===== config.mk =====
export PLATFORM = sky130hd
export DESIGN_NAME = text_line_writer
export DESIGN_NICKNAME = d
export VERILOG_FILES = /design/src/rtl/text_line_writer.sv
export SDC_FILE = /design/constraint.sdc
export NUM_CORES = 1
export LEC_CHECK = 0
export CAP_MARGIN = 20
export CORE_UTILIZATION = 42
export CTS_BUF_LIST = sky130_fd_sc_hd__clkbuf_4 sky130_fd_sc_hd__clkbuf_8 sky130_fd_sc_hd__clkbuf_16
export DETAILED_ROUTE_END_ITERATION = 8
export DONT_BUFFER_PORTS = 1
export SETUP_SLACK_MARGIN = 0.05
export SYNTH_ARGS = -nofsm -noshare
export SYNTH_HDL_FRONTEND = slang
export SYNTH_SLANG_ARGS = --single-unit

===== constraint.sdc =====
create_clock -name clk -period 3.9 [get_ports clk]
set_input_delay 0 -clock clk [delete_from_list [all_inputs] [get_ports clk]]
set_output_delay 0 -clock clk [all_outputs]
set_load 0.02 [all_outputs]

===== src/rtl/text_line_writer.sv =====
// rtl/text_line_writer.sv - ASCII byte stream to glyph-offset text-cell RAM writer
// Owns cursor movement, wrap, backspace, CR and form-feed clear; renderers read cells back.
module text_line_writer #(
    parameter int NUM_CELLS = 16,
    parameter int CELL_W    = $clog2(NUM_CELLS)
) (
    input  logic              clk,
    input  logic              rst,
    input  logic              in_valid,
    output logic              in_ready,
    input  logic [7:0]        in_data,
    input  logic [CELL_W-1:0] rd_cell,
    output logic [8:0]        rd_offset,
    output logic [CELL_W-1:0] cursor,
    output logic              wrapped,
    output logic              busy
);

    localparam logic [CELL_W-1:0] LAST  = CELL_W'(NUM_CELLS - 1);
    localparam logic [CELL_W-1:0] ONE   = CELL_W'(1);
    localparam logic [8:0]        SPACE = 9'h100;

    typedef enum logic {
        S_CLEAR = 1'b0,
        S_IDLE  = 1'b1
    } state_t;

    state_t            state;
    state_t            state_nx;
    logic [CELL_W-1:0] clr_idx;
    logic [8:0]        mem [NUM_CELLS];

    logic              accept;
    logic              is_cr;
    logic              is_bs;
    logic              is_ff;
    logic              is_char;
    logic              rd_in_range;
    logic              wr_en;
    logic [CELL_W-1:0] wr_addr;
    logic [8:0]        wr_data;

    // Letters map by their low five bits, digits/punctuation by their low six;
    // everything else renders as the space glyph.
    function automatic logic [8:0] glyph(input logic [7:0] b);
        if ((b >= 8'h41 && b <= 8'h5A) || (b >= 8'h61 && b <= 8'h7A))
            return {1'b0, b[4:0], 3'b000};
        else if (b >= 8'h20 && b <= 8'h3F)
            return {b[5:0], 3'b000};
        else
            return SPACE;
    endfunction

    assign accept  = in_valid && (state == S_IDLE);
    assign is_cr   = (in_data == 8'h0D);
    assign is_bs   = (in_data == 8'h08);
    assign is_ff   = (in_data == 8'h0C);
    assign is_char = !(is_cr || is_bs || is_ff);

    always_ff @(posedge clk) begin
        if (rst)
            state <= S_CLEAR;
        else
            state <= state_nx;
    end

    always_comb begin
        state_nx = state;
        case (state)
            S_CLEAR: if (clr_idx == LAST) state_nx = S_IDLE;
            S_IDLE:  if (accept && is_ff) state_nx = S_CLEAR;
            default: state_nx = S_CLEAR;
        endcase
    end

    always_comb begin
        in_ready = 1'b0;
        busy     = 1'b0;
        wr_en    = 1'b0;
        wr_addr  = clr_idx;
        wr_data  = SPACE;
        case (state)
            S_CLEAR: begin
                busy  = 1'b1;
                wr_en = 1'b1;
            end
            S_IDLE: begin
                in_ready = 1'b1;
                if (in_valid) begin
                    if (is_bs) begin
                        if (cursor != '0) begin
                            wr_en   = 1'b1;
                            wr_addr = cursor - ONE;
                        end
                    end else if (is_char) begin
                        wr_en   = 1'b1;
                        wr_addr = cursor;
                        wr_data = glyph(in_data);
                    end
                end
            end
            default: busy = 1'b1;
        endcase
    end

    always_ff @(posedge clk) begin
        if (rst) begin
            cursor  <= '0;
            clr_idx <= '0;
            wrapped <= 1'b0;
        end else begin
            wrapped <= 1'b0;
            if (state == S_CLEAR) begin
                clr_idx <= (clr_idx == LAST) ? '0 : clr_idx + ONE;
            end else if (accept) begin
                if (is_cr) begin
                    cursor <= '0;
                end else if (is_ff) begin
                    cursor  <= '0;
                    clr_idx <= '0;
                end else if (is_bs) begin
                    if (cursor != '0)
                        cursor <= cursor - ONE;
                end else if (cursor == LAST) begin
                    cursor  <= '0;
                    wrapped <= 1'b1;
                end else begin
                    cursor <= cursor + ONE;
                end
            end
        end
    end

    // The reset cycle must not leave a half-finished write behind.
    always_ff @(posedge clk) begin
        if (!rst && wr_en)
            mem[wr_addr] <= wr_data;
    end

    generate
        if (NUM_CELLS == (1 << CELL_W)) begin : g_full_range
            assign rd_in_range = 1'b1;
        end else begin : g_part_range
            assign rd_in_range = (rd_cell <= LAST);
        end
    endgenerate

    // Non-blocking read alongside the write gives read-before-write on a shared cell.
    always_ff @(posedge clk) begin
        if (rst)
            rd_offset <= SPACE;
        else
            rd_offset <= rd_in_range ? mem[rd_cell] : SPACE;
    end

endmodule

==> parameters.txt, run 1 <==
Parameter                              Value

Yosys
  Cell accounting for the most synthesized area    edfxtp_1
  Main synth FF type    edfxtp_1
  Cell types occupying the most area after synthesis    edfxtp_1 59%, mux4_2 14%, dfxtp_1 6.6%, nor4b_2 1.2%, and2_1 0.90%
  Post-Syn Area per Cell    17.2 um^2
  Proportion of netlist area held by the largest area contributor    0.594
  Flop and latch count out of synthesis    112
  Netlist area before placement    4850 um^2
  Library cells used by synthesis    51
  Async set-or-reset flop fraction in the synthesized netlist    0
  Synth warnings    0
  Number of enable flip-flop cells after synthesis    96
  Sequential area share after synthesis    0.660
  Post-synthesis cell count    282

Detailed routing
  Violation count after the first detailed-route iteration    203
  Routed wire length    10000 um
  Residual DRC count    0
  DR WL/cell    22.9 um
  Router iterations before antenna repair    4
  Routed via count divided by cell count    5.87
  Remaining antenna violation count    0
  Overall via count from detail_route    2576

Global routing
  Vias in the first global route    2597
  Global-route wire length before repair    15200 um
  Maximum number of pins on one net before global-route repair    25
  Number of antenna violations at the first check in global routing    1
  Total overflow reported by the global router    0
  Overall fraction of global-route tracks in use    0.184

Layout
  Ant. Diodes    0
  Ratio of cells with drive above 1 in the final layout    0.231
  Final std cells w/o fill    439
  Number of fill cells in the layout    966
  NumNets Final    312
  Area grow syn2layout    11.2%
  Fraction of the core area covered by cells at the end of the flow    0.489

CTS
  Clock Tree Buf Depth    2
  CTS tree    done
  H-tree levels    3
  Clock input transition at the sequential cells of the worst setup and hold paths    70 ps
  Root buffer selected by CTS    clkbuf_16
  Skew-Pair Late Insertion Delay    350 ps
  Count of clock tree sinks    112
  Number of buffers created by CTS    9
  CTS-repair resized insts    0

Power
  P per Cell Area    435 nW/um^2
  Portion of total power attributed to combinational logic    0.042
  Leakage    1.88 nW
  Clock network power share    0.401
  Switching Power    0.469 mW
  Sequential share of power    0.557
  Peak supply drop    0.000200 V
  Proportion of total power due to net switching    0.200
  Internal portion of total power    1.88 mW

Timing
  Final Hold Violating Endpoints    0
  Maximum frequency from static timing analysis    305 MHz
  Final Slew Violations    0
  Setup TNS Final    0 ps
  Tightest hold margin    1.87 ps
  Slew at the pin closest to its max-slew limit    765 ps
  Final critical-path share of the clock period    0.840
  Final period demand of the worst path    3280 ps
  Final worst clock skew    8.89 ps
  Number of setup violations in the final report    0
  Relative slew margins    0.488
  Unrepaired setup endpoints after global routing    false

Worst setup path
  Required time of the critical path    3880 ps
  FF-to-FF Start    cursor[0]
  CP startpoint kind    flop
  Worst Path Arrival    3260 ps
  Class of the most critical setup path    flop to flop
  Peak fanout along the critical path    16
  Start point of the critical path    cursor[0]
  Crit path capture type    flop

Floorplanning
  Die X    109 um
  Core Box Area    11000 um^2
  # IOs    31
  Floorplan die area    12000 um^2
  Die boundary height    109 um
  # rows    38
  Initial cell density of the core    0.440

Status
  Outcome    finished, final reports clean

Placed design
  Detailed placer's ending HPWL    6350 um
  Final estimated routing congestion in global placement    0.867
  Dpl cells    416
  Port Buffers    0

Run
  Reported max-cap violation count    0

Hold path
  Class of the tightest hold or removal check    primary input to flop
  Startpoint of the worst hold path    rd_cell[2]
[sequential cells by signal (all words and copies together) (netlist names)]
name	cells
rd_offset	6
wrapped	1
state	1
clr_idx	4
mem	96
cursor	4
[path summary, 6_finish.rpt]
check | end | slack [ps] | depth (start not counted)
setup reg to reg | mem[10][6] | 620 | 8
hold / removal | rd_offset[6] | 2 | 2
setup / recovery | mem[10][6] | 620 | 8
hold reg to reg | clr_idx[2] | 620 | 3
[placed cells by master (no fill, tap or decap), types with 4 or more instances in the layout]
cell type,instances
a21oi_1,8
a31oi_1,5
and2_1,7
buf_4,12
clkbuf_16,9
dfxtp_1,16
dlygate4sd3_1,7
edfxtp_1,96
inv_1,4
mux4_2,30
nand2_1,7
nand2b_1,4
nor2_1,9
nor2b_1,6
nor3_1,4
nor4_1,4
nor4b_2,4
o21ai_0,5
[per-stage QoR]
step | worst slack (ps) | total power, mW | instance area, um^2
after CTS | 591 | 2.37 | 5390
after global routing | 355 | 2.42 | 5390
after floorplan | 669 | 1.42 | 4860
after detailed placement | 582 | 1.42 | 5020
after global placement | 783 | 1.42 | 5020
final | 625 | 2.35 | 5390
[cells by family after synthesis]
group / Yosys count / share of synthesized area
adders and majority gates: 3 / 0.00774
and+or+nand+nor: 70 / 0.103
muxes: 32 / 0.143
xor gates and xnor gates: 3 / 0.00542
AOI/OAI and AO/OA: 37 / 0.0550
DFF: 112 / 0.660
buffers and inverters: 24 / 0.0240
other: 1 / 0.000773
[layout make-up]
type | instances | area [um^2] | share of cell area
Sequential cell | 112 | 3200 | 0.594
Multi-Input combinational cell | 148 | 1540 | 0.285
Clock buffer | 12 | 248 | 0.0459
Tap cell | 140 | 175 | 0.0325
Timing Repair Buffer | 19 | 160 | 0.0297
Clock inverter | 4 | 55.1 | 0.0102
Inverter | 4 | 15.0 | 0.00278
[power groups by stage]
stage / clock [mW] / combinational [mW] / sequential (mW)
after global routing: 1.01 / 0.106 / 1.31
after detailed placement: 0 / 0.0874 / 1.33
after floorplan: 0 / 0.0854 / 1.33
after global placement: 0 / 0.0863 / 1.33
final: 0.940 / 0.0986 / 1.31
after CTS: 0.961 / 0.0995 / 1.31
[worst max-delay path, cell delays in order (launching register included)]
cell,delay (ps)
dfxtp_1,600
inv_1,150
ha_1,270
nor4b_2,180
o211ai_1,300
and2_0,360
o221ai_1,200
buf_4,220
nor4b_2,650
[what timing repair did]
item | 4_1_cts | 5_1_grt
setup endpoints to repair | 0 | 0
endpoints found under the hold margin | 16 | 0
buffers inserted | 0 | 0
hold buffers | 7 | 0
[cell usage after synthesis (3+ instances only)]
cell type	count
a21oi_1	8
a22oi_1	3
a31oi_1	5
and2_1	7
and4bb_1	3
buf_2	6
buf_4	3
clkbuf_1	9
dfxtp_1	16
edfxtp_1	96
ha_1	3
inv_1	4
mux4_2	30
nand2_1	7
nand2b_1	4
nand3_1	3
nor2_1	9
nor2b_1	6
nor3_1	4
nor4_1	4
nor4b_1	3
nor4b_2	4
nor4bb_1	3
o211ai_1	3
o21ai_0	5
o221ai_1	3
[routing by layer]
metal  vias to the layer above  track usage  wire, um  share of wire
li1                       1163            -         -              -
met1                      1355        0.242      4550           0.45
met2                        48        0.303      4970           0.49
met3                        10       0.0433       396          0.039
met4                         0       0.0571       122          0.012
met5                         -            0         0              0
No activity file was read; power rests on OpenSTA's default activity.
==> inputs of run 2 (changes only) <==
==> constraint.sdc (replaced) <==
create_clock -name clk -period 2.82 [get_ports clk]
set_input_delay 0 -clock clk [delete_from_list [all_inputs] [get_ports clk]]
set_output_delay 0 -clock clk [all_outputs]
set_load 0.02 [all_outputs]
==> run 2 against run 1 <==
  * Total power rose by 37%
  * Flip-flop and latch count did not move
  * Clock power rose by 32%
  * Final cell count rose by 3.9%
  * Core utilization rose by 2.8 points
  * Clock skew rose by 1.4 ps
  * Worst hold slack improved by 18 ps
  * Via count rose by 2.9%
  * Sequential share of layout area fell by 3.2 points
  * Sequential power rose by 38%
  * Non-clock buffer count rose by 17
==> parameters.txt, run 2 (synthesis gave the netlist of run 1 again) <==
Parameter                              Value

Worst setup path
  Worst Path Arrival    2740 ps
  Crit path capture type    flop
  Kind of cell adding the most delay to the critical path    simple AND/OR/NAND/NOR gates
  Total number of cells along the worst setup path    8
  Required time of the critical path    2890 ps
  Chain of cells forming the critical path    inv_1, ha_2, or3b_2, nand4_1, o32ai_1, or3b_4, nor4b_4, buf_4
  Buffer and inverter count on the worst path    2
  CP startpoint kind    flop
  Class of the most critical setup path    flop to flop
  Maximum cell stage delay along the critical path    510 ps
  Peak fanout along the critical path    8
  Count of cells along the worst register-to-register path    8
  Setup slack of the most critical reg-to-reg path    160 ps
  Slowest CP cell    or3b_4

Placed design
  Placement-stage cell area    5290 um^2
  Detailed placer's ending HPWL    6560 um
  Port Buffers    0
  Dpl cells    429
  Final estimated routing congestion in global placement    0.795
  Pre-CTS setup slack    -4.41 ps

Power
  Peak supply drop    0.000304 V
  Leakage    2.03 nW
  Total power    3.22 mW
  P per Cell Area    564 nW/um^2

Timing
  Final worst clock skew    10.3 ps
  Relative slew margins    0.516
  Slew at the pin closest to its max-slew limit    726 ps
  Final period demand of the worst path    2660 ps
  Setup TNS Final    0 ps
  Number of setup violations in the final report    0
  Final Hold Violating Endpoints    0
  Final Slew Violations    0
  Unrepaired setup endpoints after global routing    false
  Maximum frequency from static timing analysis    375 MHz
  Tightest hold margin    19.9 ps
  Final critical-path share of the clock period    0.945
  Slack of the critical path    155 ps

Layout
  Leading registers by flop count    mem (96), rd_offset (6)
  NumNets Final    329
  Reg area    3210 um^2
  Ant. Diodes    0
  Largest reg by FF count    mem
  Multi-input gate area in the final layout    1700 um^2
  Most common cell after layout, fill and taps aside    edfxtp_1
  Area grow syn2layout    17.7%
  Fraction of the core area covered by cells at the end of the flow    0.517
  Max FFs per register    96
  Ratio of cells with drive above 1 in the final layout    0.320
  Number of fill cells in the layout    928
  Commonest cells after routing, fill and taps aside    96 x edfxtp_1, 30 x mux4_2, 25 x buf_4, 14 x dfxtp_1
  Finished layout cell area    5710 um^2
  Final std cells w/o fill    456

CTS
  Clock Tree Buf Depth    2
  Number of buffers created by CTS    9
  Count of clock tree sinks    112
  H-tree levels    3
  Clock input transition at the sequential cells of the worst setup and hold paths    80 ps
  Skew-Pair Late Insertion Delay    350 ps
  Root buffer selected by CTS    clkbuf_16
  CTS tree    done

Detailed routing
  Overall via count from detail_route    2651
  DR WL/cell    21.7 um
  Routed via count divided by cell count    5.81
  Routed wire length    9910 um
  Residual DRC count    0
  Violation count after the first detailed-route iteration    170
  Router iterations before antenna repair    4
  Remaining antenna violation count    0

Global routing
  Overall fraction of global-route tracks in use    0.184
  Number of antenna violations at the first check in global routing    0
  Total overflow reported by the global router    0
  Maximum number of pins on one net before global-route repair    25
  Vias in the first global route    2668
  Global-route wire length before repair    15400 um

Status
  Outcome    finished, final reports clean

Floorplanning
  Die X    109 um
  Core Box Area    11000 um^2
  # IOs    31
  # rows    38
  Floorplan die area    12000 um^2
  Initial cell density of the core    0.440
  Die boundary height    109 um

Hold path
  Class of the tightest hold or removal check    primary input to flop
  Number of cells on the worst hold path    2

Run
  Reported max-cap violation count    0
==> run 2: final timing paths <==
| kind | end | from |
|---|---|---|
| setup / recovery | mem[10][5] | cursor[0] |
| setup reg to reg | mem[10][5] | cursor[0] |
| hold reg to reg | clr_idx[1] | clr_idx[1] |
| hold / removal | rd_offset[6] | rd_cell[2] |
==> run 2: metal layers <==
| metal | part of all wire | vias up | routed length, um | global-route usage |
|---|---|---|---|---|
| met4 | 0.014 | 0 | 138 | 0.0581 |
| met5 | 0 | - | 0 | 0 |
| met2 | 0.48 | 74 | 4710 | 0.288 |
| met3 | 0.055 | 13 | 549 | 0.0486 |
| met1 | 0.46 | 1362 | 4510 | 0.251 |
| li1 | - | 1202 | - | - |
==> run 2: area by class of cell <==
| cell class | instances | area share |
|---|---|---|
| Timing Repair Buffer | 36 | 0.0557 |
| Clock inverter | 7 | 0.0129 |
| Sequential cell | 112 | 0.562 |
| Tap cell | 140 | 0.0307 |
| Multi-Input combinational cell | 148 | 0.297 |
| Clock buffer | 9 | 0.0395 |
| Inverter | 4 | 0.00263 |
==> run 2: what timing repair did <==
action / in CTS / in global routing
endpoints found under the hold margin: 16 / 0
hold buffers: 9 / 0
setup endpoints to repair: 30 / 55
setup buffers: 0 / 2
pin swaps: 0 / 3
gates resized for setup: 4 / 3
==> run 2: power breakdown <==
part,total [mW],switching (mW),internal [mW]
registers,1.81,0.0146,1.79
logic,0.172,0.0768,0.0948
clock network,1.24,0.616,0.624
total,3.22,0.708,2.51
==> run 2: worst register-to-register path, delay by kind of cell (launching register included) <==
kind / cells / cell delay (ps)
compound gates: 1 / 130
fa+ha+maj: 1 / 220
buf+inv: 2 / 260
flops: 1 / 320
simple gates: 4 / 1470
